$ cat src/rtl/pixel_scan_ctrl.sv
// pixel_scan_ctrl: raster-timing controller.
// It paces a producer pixel stream against a fixed H/V scan and emits one
// registered pixel per active cycle to the display sink. On producer
// underflow it substitutes FILL_COLOR and counts the event.
// Optional feature: define PIXEL_SCAN_FRAME_CRC_EN to enable the per-frame
// CRC-16-CCITT on frame_crc_o. When it is undefined, frame_crc_o is tied to 0.
module pixel_scan_ctrl #(
    parameter int unsigned H_ACTIVE   = 64,
    parameter int unsigned H_BLANK    = 8,
    parameter int unsigned V_ACTIVE   = 32,
    parameter int unsigned V_BLANK    = 4,
    parameter logic [23:0] FILL_COLOR = 24'hFF00FF
) (
    input  logic                        clk_i,
    input  logic                        rst_i,
    input  logic                        en_i,
    input  logic                        pixel_valid_i,
    input  logic [23:0]                 pixel_data_i,
    output logic                        pixel_ready_o,
    output logic                        frame_idx_o,
    output logic                        disp_valid_o,
    output logic [23:0]                 disp_data_o,
    output logic [$clog2(H_ACTIVE)-1:0] disp_x_o,
    output logic [$clog2(V_ACTIVE)-1:0] disp_y_o,
    output logic                        vblank_o,
    output logic                        underflow_o,
    output logic [15:0]                 underflow_cnt_o,
    input  logic                        clr_i,
    output logic [15:0]                 frame_crc_o
);

    localparam int unsigned H_TOTAL = H_ACTIVE + H_BLANK;
    localparam int unsigned V_TOTAL = V_ACTIVE + V_BLANK;
    localparam int unsigned HW      = $clog2(H_TOTAL);
    localparam int unsigned VW      = $clog2(V_TOTAL);
    localparam int unsigned XW      = $clog2(H_ACTIVE);
    localparam int unsigned YW      = $clog2(V_ACTIVE);

    typedef enum logic {IDLE, RUN} state_t;

    state_t        state;
    logic [HW-1:0] h;
    logic [VW-1:0] v;
    logic          running;
    logic          active;
    logic          h_last;
    logic          v_last;
    logic          frame_end;
    logic          uf_event;

    assign running   = (state == RUN);
    assign h_last    = (h == HW'(H_TOTAL - 1));
    assign v_last    = (v == VW'(V_TOTAL - 1));
    assign active    = running && (h < HW'(H_ACTIVE)) && (v < VW'(V_ACTIVE));
    // End of the last active line: the frame_idx toggle point
    assign frame_end = running && h_last && (v == VW'(V_ACTIVE - 1));
    assign uf_event  = active && !pixel_valid_i;

    // Ready is a pure decode of the scan position, independent of valid
    assign pixel_ready_o = active;

    // Scan FSM with H/V counters; en_i is only honoured at the frame wrap
    always_ff @(posedge clk_i or posedge rst_i) begin
        if (rst_i) begin
            state <= IDLE;
            h     <= '0;
            v     <= '0;
        end else begin
            case (state)
                IDLE: begin
                    h <= '0;
                    v <= '0;
                    if (en_i) state <= RUN;
                end
                RUN: begin
                    if (h_last) begin
                        h <= '0;
                        if (v_last) begin
                            v <= '0;
                            if (!en_i) state <= IDLE;
                        end else begin
                            v <= v + VW'(1);
                        end
                    end else begin
                        h <= h + HW'(1);
                    end
                end
                default: state <= IDLE;
            endcase
        end
    end

    // Display-side pixel, position, blanking and frame index, one cycle behind the scan
    always_ff @(posedge clk_i or posedge rst_i) begin
        if (rst_i) begin
            disp_valid_o <= 1'b0;
            disp_data_o  <= '0;
            disp_x_o     <= '0;
            disp_y_o     <= '0;
            vblank_o     <= 1'b0;
            frame_idx_o  <= 1'b0;
        end else begin
            disp_valid_o <= active;
            vblank_o     <= running && (v >= VW'(V_ACTIVE));
            if (active) begin
                disp_data_o <= pixel_valid_i ? pixel_data_i : FILL_COLOR;
                disp_x_o    <= XW'(h);
                disp_y_o    <= YW'(v);
            end
            if (frame_end) frame_idx_o <= ~frame_idx_o;
        end
    end

    // Sticky underflow flag and saturating counter; a same-cycle event wins over clear
    always_ff @(posedge clk_i or posedge rst_i) begin
        if (rst_i) begin
            underflow_o     <= 1'b0;
            underflow_cnt_o <= '0;
        end else if (uf_event) begin
            underflow_o <= 1'b1;
            if (clr_i)
                underflow_cnt_o <= 16'd1;
            else if (underflow_cnt_o != 16'hFFFF)
                underflow_cnt_o <= underflow_cnt_o + 16'd1;
        end else if (clr_i) begin
            underflow_o     <= 1'b0;
            underflow_cnt_o <= '0;
        end
    end

`ifdef PIXEL_SCAN_FRAME_CRC_EN
    // One 24-bit CRC-16-CCITT step, MSB first
    function automatic logic [15:0] crc_step(input logic [15:0] c, input logic [23:0] d);
        logic [15:0] r;
        r = c;
        for (int i = 23; i >= 0; i--) begin
            if (r[15] ^ d[i]) r = {r[14:0], 1'b0} ^ 16'h1021;
            else              r = {r[14:0], 1'b0};
        end
        return r;
    endfunction

    logic [15:0] crc_run;

    // Running CRC over emitted pixels, latched and reseeded at each frame_idx toggle
    always_ff @(posedge clk_i or posedge rst_i) begin
        if (rst_i) begin
            crc_run     <= 16'hFFFF;
            frame_crc_o <= '0;
        end else if (frame_end) begin
            frame_crc_o <= crc_run;
            crc_run     <= 16'hFFFF;
        end else if (disp_valid_o) begin
            crc_run <= crc_step(crc_run, disp_data_o);
        end
    end
`else
    assign frame_crc_o = '0;
`endif

endmodule

$ cat config.mk
export PLATFORM = sky130hd
export DESIGN_NAME = pixel_scan_ctrl
export DESIGN_NICKNAME = d
export VERILOG_FILES = /design/src/rtl/pixel_scan_ctrl.sv
export SDC_FILE = /design/constraint.sdc
export NUM_CORES = 1
export LEC_CHECK = 0
export ABC_AREA = 1
export BUFFER_PORTS_ARGS = -buffer_cell sky130_fd_sc_hd__buf_2
export CORE_MARGIN = 4
export CORE_UTILIZATION = 45
export DETAILED_ROUTE_END_ITERATION = 6
export GPL_ROUTABILITY_DRIVEN = 0
export GPL_TIMING_DRIVEN = 0
export PLACE_DENSITY = 0.71
export RECOVER_POWER = 100
export SLEW_MARGIN = 10
export SYNTH_ARGS = -nofsm -noshare
export SYNTH_HDL_FRONTEND = slang
export SYNTH_SLANG_ARGS = --single-unit
$ cat constraint.sdc
create_clock -name clk_i -period 2.9 [get_ports clk_i]
set_clock_uncertainty 0.15 [all_clocks]
set_input_delay 0 -clock clk_i [delete_from_list [all_inputs] [get_ports clk_i]]
set_output_delay 0 -clock clk_i [all_outputs]
set_load 0.005 [all_outputs]
; ---- After elaboration in Yosys (flattened, before gate mapping)
; Index checks and enable logic that the tools add are counted.
; Widths: inputs -> output; s select.
[op_classes]
magnitude_cmp = 3
n_reduce_logical = 10
mux = 16
bitwise = 2
add_sub_neg = 3
eq_ne = 5
[ops]
columns = cell, count
row1 = $mux 16, 4
row2 = $mux 24, 1
row3 = $add 16x1->16 const B, 1
row4 = $ne 16x16->1 const B, 1
row5 = $pmux 7 s2, 1
row6 = $mux 6, 2
row7 = $pmux 6 s2, 1
row8 = $add 7x1->7 const B, 1
row9 = $eq 7x7->1 const B, 1
row10 = $lt 7x7->1 const B, 1
row11 = $mux 7, 1
row12 = $add 6x1->6 const B, 1
row13 = $eq 6x5->1 const B, 1
row14 = $eq 6x6->1 const B, 1
row15 = $ge 6x6->1 const B, 1
row16 = $logic_and 1x1->1, 6
row17 = $lt 6x6->1 const B, 1
row18 = $mux 1, 5
row19 = $reduce_bool 2->1, 2
row20 = $ne 2x1->1 const B, 1
row21 = $not 1->1, 2
row22 = $pmux 1 s2, 1
row23 = $reduce_and 2->1, 1
row24 = $logic_not 1->1, 1
[word_totals]
out_inout_bits = 72
in_bits = 29
word_cells = 50
register_bits = 69

; ---- Depth between registers and ports, before layout
; Gate-level depths: netlist of run 1.
[logic_depth]
depth_word = 6
ltp_mapped = 9
mapped_depth_nobuf = 9

; ---- Worst setup path after synthesis of run 1
; No wires, ideal clock.
[synth_timing]
kind = register to register
from = register underflow_cnt_o[1]
to = register underflow_cnt_o[7]
stages_incl_launch_ff = 7
period_less_slack_ns = 1.585
t_arrival_ns = 1.312
slack_ns = 1.315
path_cell_list = dfrtp_1 > ha_1 > nand3_1 > nor2_1 > nand3_2 > nand2_2 > o21ai_1
[synth_via]
elab_chain_cells = 4
elab_cells_between_ends = 7
[synth_rtl]
columns = element, line_no
row1 = start: declaration, 27  ; output logic [15:0] underflow_cnt_o,
row2 = start signal: assignment, 124  ; underflow_cnt_o <= underflow_cnt_o + 16'd1;
row3 = $add 16x1->16, 124
row4 = $mux 16, 123  ; else if (underflow_cnt_o != 16'hFFFF)
row5 = $mux 16, 121  ; if (clr_i)
row6 = $mux 16, 119  ; end else if (uf_event) begin
; Several ways; a longest one is shown, not always the timed one. The select of a mux whose other input is x is not followed.
; A chain may end at the register's enable or synchronous reset.

; ---- Worst setup path in the final report of run 1
[layout_timing]
from = register state (netlist: running)
to = register underflow_cnt_o[13]
[layout_via]
elab_chain_cells = 5
elab_cells_between_ends = 6
[layout_rtl]
columns = element, line_no
row1 = start: declaration, 41  ; state_t state;
row2 = start signal: assignment, 65  ; state <= IDLE;
row3 = start signal: assignment, 73  ; if (en_i) state <= RUN;
row4 = start signal: assignment, 80  ; if (!en_i) state <= IDLE;
row5 = $logic_and 1x1->1 (*) (2 in series), 54  ; assign active = running && (h < HW'(H_ACTIVE)) && (v < VW'(V_ACTIVE));
row6 = $logic_and 1x1->1 (*), 57  ; assign uf_event = active && !pixel_valid_i;
row7 = $reduce_bool 2->1 (no source line), --
row8 = $reduce_and 2->1 (no source line), --
; Mark *: on every way between the ends. The rest lies on a longest branch, timed or not.

==> impl_metrics.yaml, run 1 <==
status:
  status: "finished, final reports clean"
global_routing:
  grt_max_degree: 53
  grt_overflow: 0
  grt_antenna_before_repair: 0
  grt_usage_pct: 21.0
  grt_pass1_wl_mm: 14.8
  grt_pass1_vias: 3282
clocking:
  cts_resized: 0
  cts_num_sinks: 69
  insertion_delay_ps: 330
  cts_hold_repair.buffers: 35
  cts_tree: "built"
  cts_buffers: 9
  clk_path_buf_depth: 2
  postCtsSetupBuffers: 0
  root_buffer: "clkbuf_8"
  cts_max_level: 3
  clk_pin_slew_ps: 70
floorplanning:
  core_sq_um: 7250
  pin_count: 101
  start_util_pct: 46.5
  std_cell_rows: 31
  dieArea_sq_um: 8940
  die_h_um: 94.5
  die_w_um: 94.5
critical_path:
  slowest_delay_ps: 690
  required_ps: 2970
  crit_chain: "inv_1 -> nor3_1 -> nand2_4 -> nand2_4 -> inv_2 -> nor2_8 -> nand2_1 -> nand2_1 -> inv_1"
  reg2regPathDepth: 9
  critPathKind: "flop to flop"
  crit_buf_inv: 3
  critPathSlowestCell: "nor3_1"
  cp-end-kind: "flop"
  cp.arrival_ps: 2390
  start_kind: "flop"
  path_max_fanout: 10
  critPathTopFamily: "simple AND/OR/NAND/NOR gates"
  rrSetupSlack_ps: 580
  reg2reg_from: "running"
  reg2reg_to: "underflow_cnt_o[13]"
timing:
  fin_tns_setup_ps: 0
  rsz0062_at_grt: "no"
  setup_viol_count_final: 0
  max_freq_mhz: 432
  worstMarginPinSlew_ps: 893
  maxSlewHeadroom_pct: 40.1
  fin_crit_sh_pct: 79.8
  hold_ws_ps: 78.3
  drv_slew: 0
  hold_viol_final: 0
  post-route-min-period_ps: 2320
placed_design:
  port-buffer-count: 83
  dpl-instance-area_sq_um: 4000
  hpwl_mm: 6.06
  dp.cells: 614
logic_synthesis:
  synth_cell_type_count: 30
  ys_seq_elements: 69
  synth_warnings: 0
  async_flop_share_pct: 100
  synth_area_sq_um: 3370
  yosysTopAreaCell: "dfrtp_1"
  synth_common_cells: "nand2_1 (125), dfrtp_1 (69), o21ai_0 (46)"
  synthesis.instances: 416
  avgSynthCellArea_sq_um: 8.10
  synth-seq-area-share_pct: 51.2
  synth_edf_count: 0
  yosysMostFrequentCell: "nand2_1"
  synthTopCellsByArea: "dfrtp_1 (51%), nand2_1 (14%), o21ai_0 (6.8%), nor2_1 (4.5%), inv_1 (4.3%)"
  synth_top_cell_area_share_pct: 51.2
  synthFlopType: "dfrtp_1"
routing:
  drtAntennaViolNets: 0
  drt-initial-drc-count: 131
  wirelength_mm: 8.75
  drc: 0
  vias: 3210
  dr.pass1.iters: 4
  post_drt_wl_per_cell_um: 13.2
  via_per_inst: 4.83
layout:
  drive_gt1_share_pct: 16.1
  nFillCells: 661
  syn_to_final_growth_pct: 32.5
  layout.cells.non_filler: 665
  nets: 594
  fin_area_sq_um: 4470
  diodes: 0
worst_hold_path:
  min_from: "pixel_valid_i"
  hold_path.class: "input pin to flop"
  holdPathStages: 4
  hold_end: "underflow_cnt_o[14]"
run:
  maxCapViolations: 0
pwr:
  power.leakage_nw: 2.18
  power.density_nw_per_um2: 430
  irDropWorstVdd_mv: 0.202
  finalPower_mw: 1.92
## flip-flops by register name, summed over array words and instances, names as in the netlist
| name | cells |
|---|---|
| v | 6 |
| underflow_cnt_o | 16 |
| disp_data_o | 24 |
| vblank_o | 1 |
| frame_idx_o | 1 |
| disp_valid_o | 1 |
| disp_x_o | 6 |
| h | 7 |
| running | 1 |
| underflow_o | 1 |
| disp_y_o | 5 |
## worst min-delay path, cell delays in order
cell and delay, ps:
buf_2 220, nor2_2 140, nand4_1 110, nand2_1 50
## layout make-up
class	count	area, sq um	area share (%)
flip-flops and latches	69	1730	38.7
multi-input cells	294	1360	30.5
repair buffers	119	749	16.8
plain buffers	26	159	3.56
inverters	42	159	3.56
clock buffers	12	135	3.03
well taps	99	124	2.77
clock inverters	4	48.8	1.09
## metrics by stage
stage / setup slack (ps) / utilization (%)
floorplan: 1010 / -
global placement: 182 / 54.7
detailed placement: 999 / 55.1
CTS: 981 / 62.4
global route: 408 / 61.6
finish: 585 / 61.6
## report_power, final
part	total (mW)	internal, mW	switching (mW)	leakage (nW)
Combinational	0.177	0.0898	0.0869	1.23
Sequential	0.998	0.983	0.0149	0.856
Clock	0.746	0.397	0.349	0.0943
## worst max-delay path by stage
stage / startpoint / endpoint / slack, ps / depth (start not counted)
after CTS: underflow_cnt_o[1] / underflow_cnt_o[7] / 980 / 6
after global placement: rst_i / disp_data_o[2] / 180 / 2
after floorplan: rst_i / disp_data_o[0] / 1010 / 1
final: running / underflow_cnt_o[13] / 580 / 9
after global routing: running / underflow_cnt_o[13] / 410 / 9
after detailed placement: underflow_cnt_o[1] / underflow_cnt_o[7] / 1000 / 6
## metal layers
layer,track usage [%],routed length (um),vias to the layer above,part of all wire [%]
met3,3.98,438,29,5.0
met2,37.1,4330,95,49
met1,24.7,3710,1506,42
met5,0,0,-,0
li1,-,-,1580,-
met4,9.38,275,0,3.1
## logic make-up after synthesis
group,synth area share (%)
AO/OA/AOI/OAI,8.32
XOR/XNOR,1.56
adder cells (fa/ha/maj),1.49
buffers and inverters,9.54
flip-flops,51.2
other,0.111
AND/OR/NAND/NOR,27.7
## placed cells by master, fill, tap and decap left out, drive strengths merged
| cell | n |
|---|---|
| inv | 40 |
| bufinv | 1 |
| buf | 66 |
| nand3 | 23 |
| o211ai | 1 |
| o21ai | 49 |
| nor2 | 46 |
| clkinvlp | 1 |
| nor3 | 3 |
| xnor2 | 1 |
| or2 | 1 |
| xor2 | 5 |
| dlygate4sd3 | 35 |
| o31ai | 1 |
| ha | 4 |
| dfrtp | 69 |
| clkbuf | 56 |
| clkinv | 4 |
| a21oi | 1 |
| o21bai | 2 |
| nand3b | 1 |
| nand4 | 12 |
| nand2 | 128 |
| conb | 16 |
Note: power is estimated with default switching activity, not from simulation.
==> run 2, diff against run 1 <==
clock period = 2.29 ns   (was 2.9 ns; I/O delays follow)
==> run 2 against run 1 <==
Compared with the run above: clock power grew 26%; cell count is the same; sequential power is 26% higher; wire length increased by 0.10%; utilization down 0.16 points; register-to-register slack got worse by 300 ps.
==> impl_metrics.yaml, run 2 (synthesized netlist as in run 1, its figures left out) <==
status:
  status: "finished, final reports clean"
pwr:
  finalPower_mw: 2.42
  pwr-share-seq_pct: 52.1
  pwr-share-clk_pct: 38.9
  p_sw_mw: 0.567
  p_comb_share_pct: 9.0
  power.leakage_nw: 2.20
  internal_power_mw: 1.86
  irDropWorstVdd_mv: 0.257
  switching_share_pct: 23.4
  power.density_nw_per_um2: 544
critical_path:
  crit_chain: "inv_1 -> nor3_4 -> nand2_1 -> nand2_4 -> inv_2 -> nor2_8 -> nand2_1 -> nand2_1 -> inv_1"
  cp-end-kind: "flop"
  start_kind: "flop"
  critPathSlowestCell: "dfrtp_1"
  critPathTopFamily: "simple AND/OR/NAND/NOR gates"
  crit_top_cell: "nand2_1"
  slowest_delay_ps: 470
  rrSetupSlack_ps: 290
  required_ps: 2370
  critPathKind: "flop to flop"
  crit_buf_inv: 3
  path_max_fanout: 10
  cp.arrival_ps: 2080
timing:
  worstMarginPinSlew_ps: 791
  fin_crit_sh_pct: 87.4
  rsz0062_at_grt: "no"
  hold_viol_final: 0
  maxSlewHeadroom_pct: 47.0
  post-route-min-period_ps: 2000
  drv_slew: 0
  hold_ws_ps: 75.3
  max_freq_mhz: 499
  setup_viol_count_final: 0
  worst_slack_ps: 288
  fin_tns_setup_ps: 0
floorplanning:
  start_util_pct: 46.5
  die_w_um: 94.5
  die_h_um: 94.5
  core_sq_um: 7250
  dieArea_sq_um: 8940
  pin_count: 101
  std_cell_rows: 31
routing:
  vias: 3216
  dr.pass1.iters: 4
  via_per_inst: 4.84
  drtAntennaViolNets: 0
  drc: 0
  post_drt_wl_per_cell_um: 13.2
  wirelength_mm: 8.76
  drt-initial-drc-count: 119
placed_design:
  dpl-instance-area_sq_um: 4000
  port-buffer-count: 83
  dp.cells: 614
  hpwl_mm: 6.06
  post-place-ws_ps: 389
clocking:
  insertion_delay_ps: 340
  root_buffer: "clkbuf_8"
  postCtsSetupBuffers: 0
  cts_max_level: 3
  clk_pin_slew_ps: 80
  clk_path_buf_depth: 2
  cts_buffers: 9
  cts_num_sinks: 69
  cts_tree: "built"
layout:
  fin_area_sq_um: 4450
  seqCellArea_sq_um: 1730
  largest_reg_flops: 24
  drive_gt1_share_pct: 16.8
  syn_to_final_growth_pct: 32.2
  top_regs: "disp_data_o x24, underflow_cnt_o x16, h x7"
  diodes: 0
  fin_util_pct: 61.4
  top_register: "disp_data_o"
  multiInputGateArea_sq_um: 1370
  final_common_cell: "nand2_1"
  layout.cells.non_filler: 665
  nFillCells: 661
  mostFrequentLayoutCells: "nand2_1 (126), dfrtp_1 (69), buf_2 (50)"
  nets: 594
global_routing:
  grt_overflow: 0
  grt_antenna_before_repair: 0
  grt_pass1_wl_mm: 14.8
  grt_pass1_vias: 3282
  grt_usage_pct: 21.0
  grt_max_degree: 53
worst_hold_path:
  hold_path.class: "input pin to flop"
run:
  maxCapViolations: 0
-- run 2: per-layer routing --
metal  vias to the layer above  track usage (%)  part of all wire, %
met4                         0             9.38                  3.0
li1                       1579                -                    -
met3                        27             3.98                  5.4
met5                         -                0                    0
met2                        99             37.1                   49
met1                      1511             24.7                   42
-- run 2: layout make-up --
type                       instances  area share (%)
sequential                        69            38.8
multi-input combinational        294            30.7
timing repair buffer             119            16.4
buffer                            26            3.68
inverter                          42            3.57
clock buffer                      12            3.03
tap                               99            2.78
clock inverter                     4            1.10
-- run 2: worst paths after layout --
kind                            cells past startpoint     startpoint                   to
worst max register to register                      9        running  underflow_cnt_o[13]
min in group asynchronous                           3          rst_i       disp_data_o[9]
max in group asynchronous                           4          rst_i      disp_data_o[18]
worst max-delay path                                9        running  underflow_cnt_o[13]
worst min register to register                      2    disp_x_o[2]          disp_x_o[2]
worst min-delay path                                4  pixel_valid_i  underflow_cnt_o[14]
-- run 2: timing repair --
action	CTS	global route
gates resized for setup	0	0
endpoints found under the hold margin	101	0
hold buffers	35	0
-- run 2: power by group through the flow --
| stage | sequential [mW] | clock (mW) | combinational [mW] |
|---|---|---|---|
| 2_1_floorplan | 1.29 | 0 | 0.0971 |
| 3_3_place_gp | 1.29 | 0 | 0.172 |
| 3_5_place_dp | 1.29 | 0 | 0.180 |
| 4_1_cts | 1.26 | 0.968 | 0.227 |
| 5_1_grt | 1.27 | 1.03 | 0.247 |
| 6_report | 1.26 | 0.942 | 0.218 |
-- run 2: worst register-to-register path: cells and delay by family (launching register included) --
kind          cells  cell delay, ps
simple gates      6             990
flops             1             470
buf+inv           3             290
==> run 3, diff against run 2 <==
BUFFER_PORTS_ARGS = unset   (was -buffer_cell sky130_fd_sc_hd__buf_2)
DONT_BUFFER_PORTS = 1   (was unset)
PLACE_DENSITY = unset   (was 0.71)
==> run 3 against run 2 <==
Compared with the run above: die area is the same; power is 1.0% lower; utilization shrank 5.1 points; sequential cell count did not move; sequential power hardly changed; setup slack worse by 13 ps; cell count is 12% lower; global-route usage is 1.9 points lower; first-iteration DRC count rose by 30%; critical endpoint is now underflow_cnt_o[11]; worst hold slack worse by 37 ps; count of clock-buffer cells in the layout decreased by 1; via count is 12% lower; critical path type unchanged.
==> impl_metrics.yaml, run 3 (synthesized netlist as in run 1, its figures left out) <==
floorplanning:
  pin_count: 101
  die_w_um: 94.5
  die_h_um: 94.5
  dieArea_sq_um: 8940
  start_util_pct: 46.5
  core_sq_um: 7250
  std_cell_rows: 31
layout:
  top_regs: "disp_data_o x24, underflow_cnt_o x16, h x7"
  nets: 512
  syn_to_final_growth_pct: 21.3
  fin_util_pct: 56.4
  final_common_cell: "nand2_1"
  top_register: "disp_data_o"
  diodes: 0
  largest_reg_flops: 24
  mostFrequentLayoutCells: "nand2_1 (125), dfrtp_1 (69), o21ai_0 (48)"
  drive_gt1_share_pct: 9.94
timing:
  worstMarginPinSlew_ps: 1370
  fin_tns_setup_ps: 0
  drv_slew: 0
  maxSlewHeadroom_pct: 8.34
  rsz0062_at_grt: "no"
  fin_crit_sh_pct: 88.0
  hold_viol_final: 0
  max_freq_mhz: 496
  setup_viol_count_final: 0
  post-route-min-period_ps: 2020
routing:
  drt-initial-drc-count: 155
  drc: 0
  dr.pass1.iters: 4
  vias: 2821
  wirelength_mm: 8.18
  via_per_inst: 4.85
  post_drt_wl_per_cell_um: 14.0
  drtAntennaViolNets: 0
global_routing:
  grt_usage_pct: 19.1
  grt_antenna_before_repair: 0
  grt_pass1_wl_mm: 13.2
  grt_pass1_vias: 2623
  grt_overflow: 0
  grt_max_degree: 44
clocking:
  clk_pin_slew_ps: 70
  postCtsSetupBuffers: 0
  insertion_delay_ps: 330
  root_buffer: "clkbuf_8"
  cts_num_sinks: 69
  cts_max_level: 3
  clk_path_buf_depth: 2
  cts_tree: "built"
  cts_buffers: 9
worst_hold_path:
  hold_path.class: "input pin to flop"
critical_path:
  cp-end-kind: "flop"
  critPathKind: "flop to flop"
  start_kind: "flop"
  cp.arrival_ps: 2100
  path_max_fanout: 10
  required_ps: 2370
pwr:
  power.density_nw_per_um2: 587
  power.leakage_nw: 1.96
  irDropWorstVdd_mv: 0.331
placed_design:
  hpwl_mm: 5.74
  port-buffer-count: 0
status:
  status: "finished, final reports clean"
run:
  maxCapViolations: 0
[run 3: cell types whose count changed in the layout (fill, tap and decap cells not counted), sizes merged]
| cell | previous run | this run |
|---|---|---|
| buf | 66 | 19 |
| clkbuf | 56 | 20 |
[run 3: what timing repair did]
item	CTS	global route
hold buffers	36	0
gates resized for setup	0	0
endpoints found under the hold margin	106	0
[run 3: critical path: stages (launching register included)]
cell and delay [ps]:
dfrtp_1 470, inv_1 160, nor3_4 350, nand2_4 130, nand2_4 130, inv_2 50
nor2_4 260, nand2_1 90, nand2_1 80, inv_1 40
[run 3: worst paths after layout]
check,cells past startpoint,slack [ps],startpoint,end
worst max-delay path,9,270,running,underflow_cnt_o[11]
worst min register to register,2,370,disp_data_o[16],disp_data_o[16]
worst min-delay path,4,40,pixel_valid_i,underflow_cnt_o[14]
max in group asynchronous,3,710,rst_i,disp_data_o[19]
worst max register to register,9,270,running,underflow_cnt_o[11]
min in group asynchronous,3,360,rst_i,underflow_cnt_o[13]
[run 3: cell type report]
class / count / area, sq um
repair buffers: 37 / 359
clock inverters: 4 / 48.8
fillers: 682 / 3170
plain buffers: 26 / 163
inverters: 42 / 159
flip-flops and latches: 69 / 1730
clock buffers: 11 / 141
multi-input cells: 294 / 1370
well taps: 99 / 124
[run 3: report_power, final]
| part | switching (mW) | internal (mW) |
|---|---|---|
| logic | 0.0867 | 0.0805 |
| registers | 0.0267 | 1.25 |
| clock network | 0.435 | 0.525 |
| total | 0.549 | 1.85 |
[run 3: stage by stage]
| step | instances | setup slack (ps) | hold slack (ps) | area (sq um) | total power [mW] |
|---|---|---|---|---|---|
| 2_1_floorplan | 431 | 400 | -37.3 | 3430 | 1.38 |
| 3_3_place_gp | 530 | -412 | -32.5 | 3550 | 1.41 |
| 3_5_place_dp | 531 | 329 | -268 | 3580 | 1.42 |
| 4_1_cts | 582 | 308 | 16.6 | 4140 | 2.45 |
| 5_1_grt | 582 | 50.3 | 52.6 | 4090 | 2.52 |
| 6_report | 582 | 275 | 38.1 | 4090 | 2.40 |
[run 3: metal layers]
metal	share of wire [%]	vias to the layer above	track usage, %
met5	0	-	0
met4	1.8	0	7.69
met3	7.2	11	5.66
met2	48	78	30.9
met1	43	1317	24.0
li1	-	1415	-
